`src/rtl/sum_accumulator_if.sv`:
```
// Sample-in / batch-total-out handshake bundle for sum_accumulator.
// master = producer of samples and consumer of totals; slave = the accumulator.
interface sum_accumulator_if #(
    parameter int WIDTH     = 4,
    parameter int ACC_WIDTH = 8
);
    logic                 in_valid;
    logic                 in_ready;
    logic [WIDTH-1:0]     in_sum;
    logic                 in_cout;
    logic                 out_valid;
    logic                 out_ready;
    logic [ACC_WIDTH-1:0] out_acc;
    logic                 out_ovf;
    logic [7:0]           sample_cnt;

    modport master (
        output in_valid, in_sum, in_cout, out_ready,
        input  in_ready, out_valid, out_acc, out_ovf, sample_cnt
    );

    modport slave (
        input  in_valid, in_sum, in_cout, out_ready,
        output in_ready, out_valid, out_acc, out_ovf, sample_cnt
    );
endinterface

```
`src/rtl/sum_accumulator.sv`:
```
// Batch accumulator for {Cout,S} adder samples with a held, handshaked batch total.
// Optional macro SUM_ACC_SATURATE_EN: saturate the total on overflow instead of wrapping.
module sum_accumulator #(
    parameter int WIDTH       = 4,
    parameter int NUM_SAMPLES = 4,
    parameter int ACC_WIDTH   = 8
) (
    input  logic               clk,
    input  logic               rst_n,
    input  logic               clear,
    sum_accumulator_if.slave   bus
);
    typedef enum logic {
        ACCUM = 1'b0,
        DONE  = 1'b1
    } state_t;

    localparam logic [7:0] LAST_IDX = 8'(NUM_SAMPLES - 1);

    state_t               state_p1;
    logic [ACC_WIDTH-1:0] acc_p1;
    logic                 ovf_p1;
    logic [7:0]           cnt_p1;
    logic                 vld_p1;
    logic                 rdy_p1;

    logic [WIDTH:0]       sample_p0;
    logic [ACC_WIDTH:0]   raw_p0;
    logic [ACC_WIDTH:0]   nxt_p0;

    function automatic logic [ACC_WIDTH:0] wide_add(
        input logic [ACC_WIDTH-1:0] acc,
        input logic [WIDTH:0]       smp
    );
        return {1'b0, acc} + {{(ACC_WIDTH - WIDTH){1'b0}}, smp};
    endfunction

`ifdef SUM_ACC_SATURATE_EN
    // Once the batch has overflowed the total is pinned at full scale until consumed.
    function automatic logic [ACC_WIDTH:0] saturate(
        input logic [ACC_WIDTH:0] raw,
        input logic               ovf
    );
        if (raw[ACC_WIDTH] || ovf)
            return {raw[ACC_WIDTH], {ACC_WIDTH{1'b1}}};
        return raw;
    endfunction
`endif

    // ---- stage p0: form sample and next total ----
    assign sample_p0 = {bus.in_cout, bus.in_sum};
    assign raw_p0    = wide_add(acc_p1, sample_p0);

`ifdef SUM_ACC_SATURATE_EN
    assign nxt_p0 = saturate(raw_p0, ovf_p1);
`else
    assign nxt_p0 = raw_p0;
`endif

    // ---- stage p1: batch state and registered outputs ----
    always_ff @(posedge clk or negedge rst_n) begin
        if (!rst_n) begin
            state_p1 <= ACCUM;
            acc_p1   <= '0;
            ovf_p1   <= 1'b0;
            cnt_p1   <= '0;
            vld_p1   <= 1'b0;
            rdy_p1   <= 1'b1;
        end else if (clear) begin
            state_p1 <= ACCUM;
            acc_p1   <= '0;
            ovf_p1   <= 1'b0;
            cnt_p1   <= '0;
            vld_p1   <= 1'b0;
            rdy_p1   <= 1'b1;
        end else begin
            case (state_p1)
                ACCUM: begin
                    if (bus.in_valid) begin
                        acc_p1 <= nxt_p0[ACC_WIDTH-1:0];
                        ovf_p1 <= ovf_p1 | raw_p0[ACC_WIDTH];
                        cnt_p1 <= cnt_p1 + 8'd1;
                        if (cnt_p1 == LAST_IDX) begin
                            state_p1 <= DONE;
                            vld_p1   <= 1'b1;
                            rdy_p1   <= 1'b0;
                        end
                    end
                end
                DONE: begin
                    // Consumption frees the block next cycle; no sample is taken meanwhile.
                    if (bus.out_ready) begin
                        state_p1 <= ACCUM;
                        acc_p1   <= '0;
                        ovf_p1   <= 1'b0;
                        cnt_p1   <= '0;
                        vld_p1   <= 1'b0;
                        rdy_p1   <= 1'b1;
                    end
                end
                default: begin
                    state_p1 <= ACCUM;
                    vld_p1   <= 1'b0;
                    rdy_p1   <= 1'b1;
                end
            endcase
        end
    end

    assign bus.in_ready   = rdy_p1;
    assign bus.out_valid  = vld_p1;
    assign bus.out_acc    = acc_p1;
    assign bus.out_ovf    = ovf_p1;
    assign bus.sample_cnt = cnt_p1;

endmodule

```
`src/flat_wrapper.sv`:
```
// flat-port wrapper written by rule: the top's interface ports become plain ports
module sum_accumulator_flat 
#(
    parameter int WIDTH       = 4,
    parameter int NUM_SAMPLES = 4,
    parameter int ACC_WIDTH   = 8
)
  (clk, rst_n, clear, bus_in_valid, bus_in_sum, bus_in_cout, bus_out_ready, bus_in_ready, bus_out_valid, bus_out_acc, bus_out_ovf, bus_sample_cnt);
  sum_accumulator_if #(.WIDTH(WIDTH), .ACC_WIDTH(ACC_WIDTH)) bus_i ();
  input  logic clk;
  input  logic rst_n;
  input  logic clear;
  input wire logic [$bits(bus_i.in_valid)-1:0] bus_in_valid;
  input wire logic [$bits(bus_i.in_sum)-1:0] bus_in_sum;
  input wire logic [$bits(bus_i.in_cout)-1:0] bus_in_cout;
  input wire logic [$bits(bus_i.out_ready)-1:0] bus_out_ready;
  output wire logic [$bits(bus_i.in_ready)-1:0] bus_in_ready;
  output wire logic [$bits(bus_i.out_valid)-1:0] bus_out_valid;
  output wire logic [$bits(bus_i.out_acc)-1:0] bus_out_acc;
  output wire logic [$bits(bus_i.out_ovf)-1:0] bus_out_ovf;
  output wire logic [$bits(bus_i.sample_cnt)-1:0] bus_sample_cnt;
  assign bus_i.in_valid = bus_in_valid;
  assign bus_i.in_sum = bus_in_sum;
  assign bus_i.in_cout = bus_in_cout;
  assign bus_i.out_ready = bus_out_ready;
  assign bus_in_ready = bus_i.in_ready;
  assign bus_out_valid = bus_i.out_valid;
  assign bus_out_acc = bus_i.out_acc;
  assign bus_out_ovf = bus_i.out_ovf;
  assign bus_sample_cnt = bus_i.sample_cnt;
  sum_accumulator #(.WIDTH(WIDTH), .NUM_SAMPLES(NUM_SAMPLES), .ACC_WIDTH(ACC_WIDTH)) u_core (.clk(clk), .rst_n(rst_n), .clear(clear), .bus(bus_i));
endmodule
```
`config.mk`:
```
export PLATFORM = sky130hd
export DESIGN_NAME = sum_accumulator_flat
export DESIGN_NICKNAME = d
export VERILOG_FILES = /design/src/rtl/sum_accumulator_if.sv /design/src/rtl/sum_accumulator.sv /design/src/flat_wrapper.sv
export SDC_FILE = /design/constraint.sdc
export NUM_CORES = 1
export LEC_CHECK = 0
export CAP_MARGIN = 40
export CORE_MARGIN = 3
export CORE_UTILIZATION = 48
export CTS_BUF_LIST = sky130_fd_sc_hd__clkbuf_16
export CTS_CLUSTER_SIZE = 16
export DETAILED_ROUTE_END_ITERATION = 16
export PLACE_DENSITY = 0.81
export SLEW_MARGIN = 20
export SYNTH_ARGS = -nofsm -noshare
export SYNTH_HDL_FRONTEND = slang
export SYNTH_SLANG_ARGS = --single-unit
```
`constraint.sdc`:
```
create_clock -name clk -period 1.8 [get_ports clk]
set_input_delay 0.36 -clock clk [delete_from_list [all_inputs] [get_ports clk]]
set_output_delay 0.36 -clock clk [all_outputs]
set_load 0.01 [all_outputs]
```
# Yosys cells after proc, flatten, opt, wreduce, memory -nomap -nowiden
# Index checks and enable logic that the tools add are counted.
[classes]
order_cmp = 0
n_bitwise = 2
shift = 0
n_mux = 25
eq_ne = 4
n_div = 0
addsub = 2
mul = 0
n_reduce_logical = 2
[ops]
columns = ["cell", "count"]
rows = [
  ["$mux W8", 5],
  ["$pmux W8 S2", 2],
  ["$mux W1", 14],
  ["$add A8 B5 Y9", 1],
  ["$add A8 B1 Y8 const B", 1],
  ["$eq A8 B2 Y1 const B", 1],
  ["$pmux W1 S2", 4],
  ["$ne A3 B3 Y1 const B", 2],
  ["$ne A3 B2 Y1 const B", 1],
  ["$reduce_and A3 Y1", 1],
  ["$reduce_and A2 Y1", 1],
  ["$not A1 Y1", 1],
  ["$or A1 B1 Y1", 1],
]
[totals]
inputBits = 10
out_inout_bits = 19
elab_cells = 41
romBits = 0
latch_bits = 0
reg_bits = 20
mem_count = 0
ramBits = 0

# Longest topological paths before layout
# Gate-level depths: netlist (run 1).
[depth]
depth_word = 5
ltp_mapped = 6
ltp_nobuf = 6

# Least setup slack after synthesis (run 1)
# No wires, ideal clock.
[synth_timing]
kind = "flip-flop to flip-flop"
start = "register u_core.acc_p1[0], in the netlist u_core.bus.out_acc[0]"
end = "register u_core.acc_p1[6], in the netlist u_core.bus.out_acc[6]"
t_required_ns = 1.674
synth_period_minus_slack_ns = 1.734
path_buffers = 0
arrival_time_ns = 1.608
path_slack_ns = 0.066
setup_time_ns = 0.126
stages_incl_launch_ff = 7
cell_sequence = "dfrtp_1 > ha_1 > fa_1 > a21o_1 > a211oi_1 > or3_1 > a21oi_1"
[synth_via]
elab_chain_cells = 4
[synth_rtl]
columns = ["item", "line", "text"]
rows = [
  ["start, declared", "sum_accumulator.sv:21", "logic [ACC_WIDTH-1:0] acc_p1;"],
  ["start signal, assigned", "sum_accumulator.sv:80", "acc_p1 <= nxt_p0[ACC_WIDTH-1:0];"],
  ["$add A8 B5 Y9", "sum_accumulator.sv:35", "return {1'b0, acc} + {{(ACC_WIDTH - WIDTH){1'b0}}, smp};"],
  ["$mux W8", "sum_accumulator.sv:79", "if (bus.in_valid) begin"],
  ["$pmux W8 S2", "sum_accumulator.sv:77", "case (state_p1)"],
  ["$mux W8", "sum_accumulator.sv:69", "end else if (clear) begin"],
]
# Every way passes these cells. The select of a mux whose other input is x is not followed.
# A chain may end at the register's enable or synchronous reset.

# Worst setup path in the final report (run 1)
[layout_timing]
start = "register u_core.acc_p1[0], in the netlist u_core.bus.out_acc[0]"
end = "register u_core.ovf_p1, in the netlist u_core.bus.out_ovf"
[layout_via]
elab_chain_cells = 5
[layout_rtl]
columns = ["item", "line", "text"]
rows = [
  ["$add A8 B5 Y9", "sum_accumulator.sv:35", ""],
  ["$or A1 B1 Y1", "sum_accumulator.sv:81", "ovf_p1 <= ovf_p1 | raw_p0[ACC_WIDTH];"],
  ["$mux W1", "sum_accumulator.sv:79", ""],
  ["$pmux W1 S2", "sum_accumulator.sv:77", ""],
  ["$mux W1", "sum_accumulator.sv:69", ""],
  ["end signal, assigned", "sum_accumulator.sv:81", ""],
  ["end, declared", "sum_accumulator.sv:22", "logic ovf_p1;"],
]
# Every way passes these cells. The select of a mux whose other input is x is not followed.

==> summary.md, run 1 <==
| Metric | Value |
|---|---|
| Seq/Total Area, Yosys | 0.4383 |
| Synthesized Nets | 123 |
| Critical path depth in cells | 6 |
| Share of post-route cells with drive strength above 1 | 0.2500 |
| CTS buffer count | 3 |
| Initial antenna violation count | 0 |
| Period Utilization, post-route | 0.9577 |
| Worst skew pair latency | 0.25 ns |
| Gr ovfl total | 0 |
| Slew headroom | 0.7022 |
| Minimum clock period | 1.724 ns |
| Worst Clk Skew | 0.002110 ns |
| Placed cells | 175 |
| Crit-path max FO | 3 |
| Synth Area in XOR/XNOR | 0.03825 |
| Mapped Area | 0.001145 mm^2 |
| Layout Cells excl Fill | 180 |
| GP Congestion | 0.8085 |
| Crit path cell chain | ha_4 > fa_2 > a21o_1 > a21o_1 > o31ai_2 > a21oi_2 |
| Power per standard cell area | 768.2 mW/mm^2 |
| CP startpoint kind | flop |
| Leakage dissipation | 0.7402 nW |
| Cell variety after synth | 39 |
| Area delta synth->final | 50.49% |
| Final wirelength | 3069 um |
| Core area | 0.002233 mm^2 |
| Worst Slack Setup Final | 0.07605 ns |
| CTS tree | yes |
| Multiplexer share of the synthesized area | 0.01858 |
| Post-Synth Adder-Cell Area | 0.08306 |
| Starting Density | 0.5126 |
| CP Capture Type | flop |
| Clock buffer depth | 2 |
| Clk sinks | 20 |
| Final Hold Slack | 0.4500 ns |
| DR vias/cell | 5.850 |
| Largest family of logic cells by synthesized area | compound AO/OA/AOI/OAI gates |
| Final hold vios | 0 |
| Compound-gate portion of the synthesized area | 0.2590 |
| Worst EP required | 1.93 ns |
| Via count | 1053 |
| TNS Setup | 0 ns |
| Synthesis Warnings | 0 |
| Vias in the first global route | 1085 |
| CP peak stage delay | 0.41 ns |
| First DRT Iteration DRCs | 23 |
| Peak VDD IR | 0.0005980 V |
| Row count | 17 |
| Number of remaining DRC errors | 0 |
| Kind of critical path | flop to flop |
| Ant. Diodes | 0 |
| Least-Margin Pin Slew | 0.4463 ns |
| Commonest non-fill, non-tap cell in the layout | clkdlybuf4s50_1 |
| Mapped Avg Cell Area | 10.80 um^2 |
| H-tree Lvls | 1 |
| Largest net degree at the start of global routing | 21 |
| Commonest non-fill, non-tap cells in the layout | 26 x clkdlybuf4s50_1, 19 x dfrtp_1, 17 x buf_4, 9 x nand2_1, 8 x a21oi_1 |
| Slew Limit Fails | 0 |
| Cells after Synth | 106 |
| Simple-gate portion of the synthesized area | 0.1322 |
| MaxCap Viol Count | 0 |
| Overall Global Routing Usage | 0.2336 |
| Drt pass-1 iters | 4 |
| R2R cell count | 6 |
| FMAX | 0.5801 GHz |
| Clk slew on worst S/H paths | 0.05 ns |
| Area after DPL | 0.001553 mm^2 |
| Hold Buf Count CTS | 0 |
| Status | finished, final reports clean |
| Die height | 54.84 um |
| Critical path's slowest cell | dfrtp_1 |
| Die ar. | 0.003007 mm^2 |
| Min-Delay Path Class | input port to asynchronous set/reset pin |
| Final setup viols | 0 |
| Critical Path AT | 1.86 ns |
| I/O Buffers | 28 |
| Root buf cell | clkbuf_16 |
| Top Ports | 29 |
| Cell repeated most along the worst path | a21o_1 |
| Dpl ws | -0.3621 ns |
| Fin area | 0.001723 mm^2 |
| Routed WL per cell | 17.05 um |
| Total Nets Final | 170 |
| #FFs+latches synth | 20 |
| First-pass GRT wire length | 4871 um |
| Top cell family by delay on the critical path | compound AO/OA/AOI/OAI gates |
| Die width | 54.84 um |
| Worst path bufs/invs | 0 |
| Final HPWL DP | 2032 um |
| Routed Antenna Nets | 0 |
[cell usage after synthesis (all sizes together)]
library cell,number,share of area
nand3,1,0.0044
nor2,6,0.022
nand4,1,0.0055
a311oi,1,0.0077
o21bai,1,0.0066
ha,6,0.066
a22o,4,0.031
a21oi,9,0.039
nand2,9,0.030
a211o,2,0.015
o21ai,7,0.031
and2,2,0.011
fa,1,0.017
o2111ai,4,0.046
nor3b,1,0.0066
a211oi,1,0.0066
o41ai,1,0.0077
mux2i,1,0.0087
a2111o,1,0.0098
nor3,1,0.0044
o31ai,2,0.013
inv,2,0.0066
nor2b,1,0.012
or3,3,0.016
mux2,1,0.0098
o21a,2,0.013
xor2,3,0.023
dfstp,1,0.023
a21o,4,0.033
buf,3,0.024
nor4b,2,0.015
nand2b,1,0.0055
xnor2,2,0.015
dfrtp,19,0.42
[metal layers]
layer  track usage  part of all wire
met1        0.2828              0.42
met2        0.3878              0.51
met3       0.04087             0.041
met4        0.1286             0.025
met5             0                 0
[metrics by stage]
stage | power (mW) | util
2_1_floorplan | 0.6553 | -
3_3_place_gp | 0.8002 | 0.6952
3_5_place_dp | 0.8082 | 0.6952
4_1_cts | 1.291 | 0.7518
5_1_grt | 1.380 | 0.7714
6_report | 1.323 | 0.7714
[final timing paths]
path	start	to	slack [ns]
worst max-delay path	u_core.bus.out_acc[0]$_DFFE_PN0P_	u_core.bus.out_ovf$_DFFE_PN0P_	0.08
worst min-delay path	rst_n	u_core.bus.out_acc[1]$_DFFE_PN0P_	0.45
worst max register to register	u_core.bus.out_acc[0]$_DFFE_PN0P_	u_core.bus.out_ovf$_DFFE_PN0P_	0.08
worst min register to register	u_core.bus.out_valid$_DFFE_PN0P_	u_core.bus.out_valid$_DFFE_PN0P_	0.51
max in group asynchronous	rst_n	u_core.bus.in_ready$_DFFE_PN1P_	1.09
min in group clk	u_core.bus.out_valid$_DFFE_PN0P_	u_core.bus.out_valid$_DFFE_PN0P_	0.51
[area by class of cell]
type / instances / area [um^2]
clock inverter: 1 / 3.754
tap: 28 / 35.03
inverter: 2 / 7.507
sequential: 20 / 501.7
clock buffer: 3 / 75.07
timing repair buffer: 45 / 409.1
multi-input combinational: 81 / 690.7
fill: 148 / 510.5
[sequential cells by signal, summed over array words and instances (netlist names)]
signal                 count
u_core.bus.in_ready        1
u_core.bus.out_valid       1
u_core.state_p1            1
u_core.bus.out_acc         8
u_core.bus.sample_cnt      8
u_core.bus.out_ovf         1
[report_power, final]
group | leakage [nW] | total, mW | switching [mW] | internal, mW
clock | 0.0423 | 0.457 | 0.161 | 0.296
combinational | 0.428 | 0.353 | 0.153 | 0.200
sequential | 0.270 | 0.514 | 0.0375 | 0.476
total | 0.740 | 1.32 | 0.352 | 0.971
[kinds of logic (layout without fill, tap and decap cells)]
kind of cell / Yosys count / count (layout)
muxes: 2 / 2
and+or+nand+nor: 28 / 28
adders and majority gates: 7 / 7
DFF: 20 / 20
AOI/OAI and AO/OA: 39 / 39
buffers and inverters: 5 / 51
xor gates and xnor gates: 5 / 5
[repair_timing]
action,CTS,global route
pin swaps,6,3
gates resized for setup,9,7
setup endpoints to repair,6,5
buffers inserted,1,0
Power figures use the tool's default switching activity.
==> run 2: changes to the inputs <==
--- a/config.mk
+++ b/config.mk
@@ -11,6 +11,7 @@
 export CTS_BUF_LIST = sky130_fd_sc_hd__clkbuf_16
 export CTS_CLUSTER_SIZE = 16
 export DETAILED_ROUTE_END_ITERATION = 16
+export GPL_TIMING_DRIVEN = 0
 export PLACE_DENSITY = 0.81
 export SLEW_MARGIN = 20
 export SYNTH_ARGS = -nofsm -noshare
==> summary.md, run 2 (synthesis gave the netlist of run 1 again) <==
| Metric | Value |
|---|---|
| Status | finished, final reports clean |
| Worst skew pair latency | 0.25 ns |
| Minimum clock period | 1.773 ns |
| Gr ovfl total | 0 |
| Dpl ws | -0.4447 ns |
| Die ar. | 0.003007 mm^2 |
| Top Metal Used | met4 |
| CTS buffer count | 3 |
| Clk slew on worst S/H paths | 0.06 ns |
| Placed cells | 163 |
| GP Congestion | 0.7694 |
| Critical Path AT | 1.41 ns |
| Worst Slack Setup Final | 0.02749 ns |
| Top Ports | 29 |
| Peak VDD IR | 0.0009045 V |
| Area delta synth->final | 45.68% |
| Worst Clk Skew | 0.003199 ns |
| Met3 routed WL | 202 um |
| Worst EP required | 1.44 ns |
| Commonest non-fill, non-tap cells in the layout | 25 x clkdlybuf4s50_1, 19 x dfrtp_1, 9 x a21oi_1, 9 x nand2_1 |
| Total Nets Final | 162 |
| Final HPWL DP | 1965 um |
| Row count | 17 |
| FMAX | 0.5642 GHz |
| Final setup viols | 0 |
| Root buf cell | clkbuf_16 |
| First DRT Iteration DRCs | 37 |
| Slew Limit Fails | 0 |
| Largest net degree at the start of global routing | 14 |
| Crit path cell chain | buf_4 > buf_4 > clkdlybuf4s50_1 |
| Clk sinks | 20 |
| Routed WL per cell | 17.55 um |
| Overall Global Routing Usage | 0.2085 |
| Detailed-route wire length on metal 1 | 1239 um |
| Leakage dissipation | 0.7195 nW |
| Slew headroom | 0.4778 |
| Starting Density | 0.5126 |
| Fillers | 150 |
| Initial antenna violation count | 0 |
| Ant. Diodes | 0 |
| Post-layout util | 0.7468 |
| CP peak stage delay | 0.47 ns |
| Routed Antenna Nets | 0 |
| Share of post-route cells with drive strength above 1 | 0.1875 |
| Drt pass-1 iters | 4 |
| Least-Margin Pin Slew | 0.7816 ns |
| Kind of critical path | flop to output pin |
| Critical path's slowest cell | clkdlybuf4s50_1 |
| CTS tree | yes |
| Via count | 1017 |
| MaxCap Viol Count | 0 |
| Hold Buf Count CTS | 0 |
| Die width | 54.84 um |
| Core area | 0.002233 mm^2 |
| CP startpoint kind | flop |
| First-pass GRT wire length | 4388 um |
| Number of remaining DRC errors | 0 |
| Die height | 54.84 um |
| Min-Delay Path Class | input port to asynchronous set/reset pin |
| Layout Cells excl Fill | 172 |
| H-tree Lvls | 1 |
| Crit-path max FO | 2 |
| Final hold vios | 0 |
| Power per standard cell area | 783.3 mW/mm^2 |
| Period Utilization, post-route | 0.9847 |
| Commonest non-fill, non-tap cell in the layout | clkdlybuf4s50_1 |
| Cell repeated most along the worst path | buf_4 |
| I/O Buffers | 28 |
| Met2 WL | 1525 um |
| Final wirelength | 3019 um |
| Vias in the first global route | 975 |
| Clock buffer depth | 2 |
| RSZ-0062 raised after global routing | true |
| CP Capture Type | output pin |
| DR vias/cell | 5.913 |
## run 2: where the power goes
group | internal [mW] | switching, mW
Clock | 0.296 | 0.167
Combinational | 0.178 | 0.156
Sequential | 0.476 | 0.0337
Total | 0.950 | 0.357
## run 2: area by class of cell
class	instances	area, um^2	area share
buffer	3	27.53	0.01650
timing repair buffer	34	336.6	0.2018
multi-input combinational	81	680.7	0.4081
clock inverter	1	3.754	0.002251
inverter	2	7.507	0.004501
clock buffer	3	75.07	0.04501
tap	28	35.03	0.02101
sequential	20	501.7	0.3008
## run 2: what timing repair did
item | in CTS | in global routing
endpoints found under the setup margin | 5 | 5
pin swaps | 5 | 10
setup buffers | 3 | 2
gates resized for setup | 7 | 8
## run 2: per-stage QoR
step                      hold slack [ns]  power, mW  setup TNS (ns)  cell area, um^2
after detailed placement           0.4774     0.7775          -2.544             1475
final                              0.3984      1.306               0             1668
after floorplan                   0.06441     0.6553               0             1145
after CTS                          0.4071      1.269               0             1607
after global placement             0.4607     0.7631          -2.075             1460
after global routing               0.4185      1.353        -0.09285             1668
## run 2: final timing paths
kind | cells past startpoint | end | slack, ns | start
max in group asynchronous | 2 | u_core.bus.out_acc[4]$_DFFE_PN0P_ | 0.97 | rst_n
hold / removal | 1 | u_core.bus.sample_cnt[7]$_DFFE_PN0P_ | 0.40 | rst_n
min in group clk | 2 | u_core.bus.out_valid$_DFFE_PN0P_ | 0.48 | u_core.bus.out_valid$_DFFE_PN0P_
setup / recovery | 3 | bus_out_acc[0] | 0.03 | u_core.bus.out_acc[0]$_DFFE_PN0P_
setup reg to reg | 6 | u_core.bus.out_acc[6]$_DFFE_PN0P_ | 0.04 | u_core.bus.out_acc[0]$_DFFE_PN0P_
hold reg to reg | 2 | u_core.bus.out_valid$_DFFE_PN0P_ | 0.48 | u_core.bus.out_valid$_DFFE_PN0P_
## run 2: critical path: cells and delay by family, from the launching register on
family                 cells  cell delay (ns)
buffers and inverters      3             0.74
DFF                        1             0.41
## run 2: routing by layer
| layer | global-route usage | vias up |
|---|---|---|
| li1 | - | 474 |
| met1 | 0.2641 | 487 |
| met2 | 0.3268 | 50 |
| met3 | 0.04360 | 6 |
| met4 | 0.1162 | 0 |
| met5 | 0 | - |
==> run 3: changes to the inputs <==
--- a/config.mk
+++ b/config.mk
@@ -7,12 +7,12 @@
 export LEC_CHECK = 0
 export CAP_MARGIN = 40
 export CORE_MARGIN = 3
-export CORE_UTILIZATION = 48
+export CORE_UTILIZATION = 43
 export CTS_BUF_LIST = sky130_fd_sc_hd__clkbuf_16
 export CTS_CLUSTER_SIZE = 16
 export DETAILED_ROUTE_END_ITERATION = 16
 export GPL_TIMING_DRIVEN = 0
-export PLACE_DENSITY = 0.81
+export PLACE_DENSITY = 0.77
 export SLEW_MARGIN = 20
 export SYNTH_ARGS = -nofsm -noshare
 export SYNTH_HDL_FRONTEND = slang
==> constraint.sdc (replaced) <==
create_clock -name clk -period 1.5 [get_ports clk]
set_input_delay 0.3 -clock clk [delete_from_list [all_inputs] [get_ports clk]]
set_output_delay 0.3 -clock clk [all_outputs]
set_load 0.01 [all_outputs]
==> summary.md, run 3 (synthesis gave the netlist of run 1 again) <==
| Metric | Value |
|---|---|
| Commonest non-fill, non-tap cell in the layout | dlygate4sd2_1 |
| Core area | 0.002500 mm^2 |
| Period Utilization, post-route | 1.138 |
| CTS tree | yes |
| Crit-path max FO | 3 |
| CTS buffer count | 3 |
| Via count | 1020 |
| Post-layout util | 0.7007 |
| I/O Buffers | 28 |
| GP Congestion | 0.7583 |
| Global Route met1 Usage | 0.2553 |
| CP Capture Type | flop |
| Total Nets Final | 164 |
| Multi-input gate area | 747.0 um^2 |
| Die ar. | 0.003318 mm^2 |
| DR vias/cell | 5.795 |
| Clk sinks | 20 |
| Clock buffer depth | 2 |
| Slew Limit Fails | 0 |
| Final setup viols | 10 |
| H-tree Lvls | 1 |
| Hold Buf Count CTS | 0 |
| Gr ovfl total | 0 |
| Final HPWL DP | 1979 um |
| Worst Slack Setup Final | -0.2074 ns |
| Failing checks | negative setup slack |
| Leakage dissipation | 0.8411 nW |
| Share of post-route cells with drive strength above 1 | 0.2945 |
| Critical Path AT | 1.84 ns |
| Least-Margin Pin Slew | 0.5913 ns |
| Number of remaining DRC errors | 0 |
| GR Layer Usage met2 | 0.3274 |
| Top Ports | 29 |
| MaxCap Viol Count | 0 |
| Routed Antenna Nets | 0 |
| First DRT Iteration DRCs | 32 |
| Status | finished, violations left |
| Die width | 57.60 um |
| Row count | 18 |
| FMAX | 0.5857 GHz |
| GRT busiest layer | met2 |
| Ant. Diodes | 0 |
| Die height | 57.60 um |
| Vias in the first global route | 1074 |
| Overall Global Routing Usage | 0.1964 |
| Fillers | 179 |
| Reg area | 506.7 um^2 |
| Starting Density | 0.4580 |
| Power per standard cell area | 900.6 mW/mm^2 |
| Kind of critical path | flop to flop |
| Met3 GRT Util | 0.03620 |
| Clk slew on worst S/H paths | 0.06 ns |
| CP startpoint kind | flop |
| Peak VDD IR | 0.0006589 V |
| RSZ-0062 raised after global routing | true |
| Largest net degree at the start of global routing | 15 |
| Min-Delay Path Class | input port to asynchronous set/reset pin |
| Worst skew pair latency | 0.25 ns |
| Root buf cell | clkbuf_16 |
| Minimum clock period | 1.707 ns |
| Slew headroom | 0.6058 |
| Commonest non-fill, non-tap cells in the layout | 16 x dlygate4sd2_1, 15 x dfrtp_1, 9 x nand2_1, 8 x a21oi_1 |
| Drt pass-1 iters | 4 |
| R2R cell count | 6 |
| First-pass GRT wire length | 5064 um |
| Worst EP required | 1.63 ns |
| Worst Clk Skew | 0.001499 ns |
| Area delta synth->final | 53.01% |
| Final wirelength | 3042 um |
| Initial antenna violation count | 0 |
| Final Hold Slack | 0.3400 ns |
| Final hold vios | 0 |
| Routed WL per cell | 17.28 um |
## run 3: changes by cell type in the layout (fill, tap and decap cells not counted), sizes merged
cell,change
dlymetal6s2s,+3
buf,+2
dlygate4sd2,+15
clkdlybuf4s50,-18
## run 3: layer usage
metal,vias up,share of wire
met5,-,0
met4,0,0.0056
met3,4,0.048
met2,31,0.50
met1,503,0.44
li1,482,-
## run 3: worst paths after layout
check / startpoint / to / slack (ns)
max: u_core.bus.out_acc[0]$_DFFE_PN0P_ / u_core.bus.out_ovf$_DFFE_PN0P_ / -0.21
max reg2reg: u_core.bus.out_acc[0]$_DFFE_PN0P_ / u_core.bus.out_ovf$_DFFE_PN0P_ / -0.21
min: rst_n / u_core.bus.out_acc[1]$_DFFE_PN0P_ / 0.34
max in group asynchronous: rst_n / u_core.bus.in_ready$_DFFE_PN1P_ / 0.66
min in group clk: u_core.bus.out_valid$_DFFE_PN0P_ / u_core.bus.out_valid$_DFFE_PN0P_ / 0.49
min reg2reg: u_core.bus.out_valid$_DFFE_PN0P_ / u_core.bus.out_valid$_DFFE_PN0P_ / 0.49
## run 3: worst max-delay path, stage by stage, from the launching register on
cell and delay, ns:
dfrtp_1 0.38, ha_2 0.19, fa_2 0.35, a21o_1 0.22, a21o_1 0.19, o31ai_2 0.19
a21oi_1 0.07
## run 3: through the flow
step / worst slack [ns] / instance area (um^2) / TNS [ns] / power [mW] / std cells
2_1_floorplan: -0.1673 / 1187 / -0.5348 / 0.8130 / 106
3_3_place_gp: -0.5380 / 1505 / -5.644 / 0.9483 / 164
3_5_place_dp: -0.5335 / 1520 / -6.439 / 0.9623 / 165
4_1_cts: -0.2196 / 1662 / -1.030 / 1.551 / 174
5_1_grt: -0.2849 / 1752 / -1.840 / 1.660 / 176
6_report: -0.2074 / 1752 / -1.179 / 1.578 / 176
## run 3: final cells by class
type                    count  share of cell area
plain buffers               3             0.01714
clock buffers               3             0.04286
clock inverters             1            0.002143
inverters                   2            0.004286
multi-input cells          81              0.4264
flip-flops and latches     20              0.2893
well taps                  30             0.02143
repair buffers             36              0.1964
## run 3: power breakdown
| part | leakage (nW) | internal, mW | switching, mW |
|---|---|---|---|
| Clock | 0.0423 | 0.355 | 0.192 |
| Sequential | 0.264 | 0.573 | 0.0421 |
| Combinational | 0.534 | 0.217 | 0.198 |
| Total | 0.841 | 1.14 | 0.433 |
## run 3: what timing repair did
item,4_1_cts,5_1_grt
endpoints found under the setup margin,28,21
pin swaps,12,10
buffers inserted,5,2
endpoints found under the hold margin,0,0
resized for setup,31,16
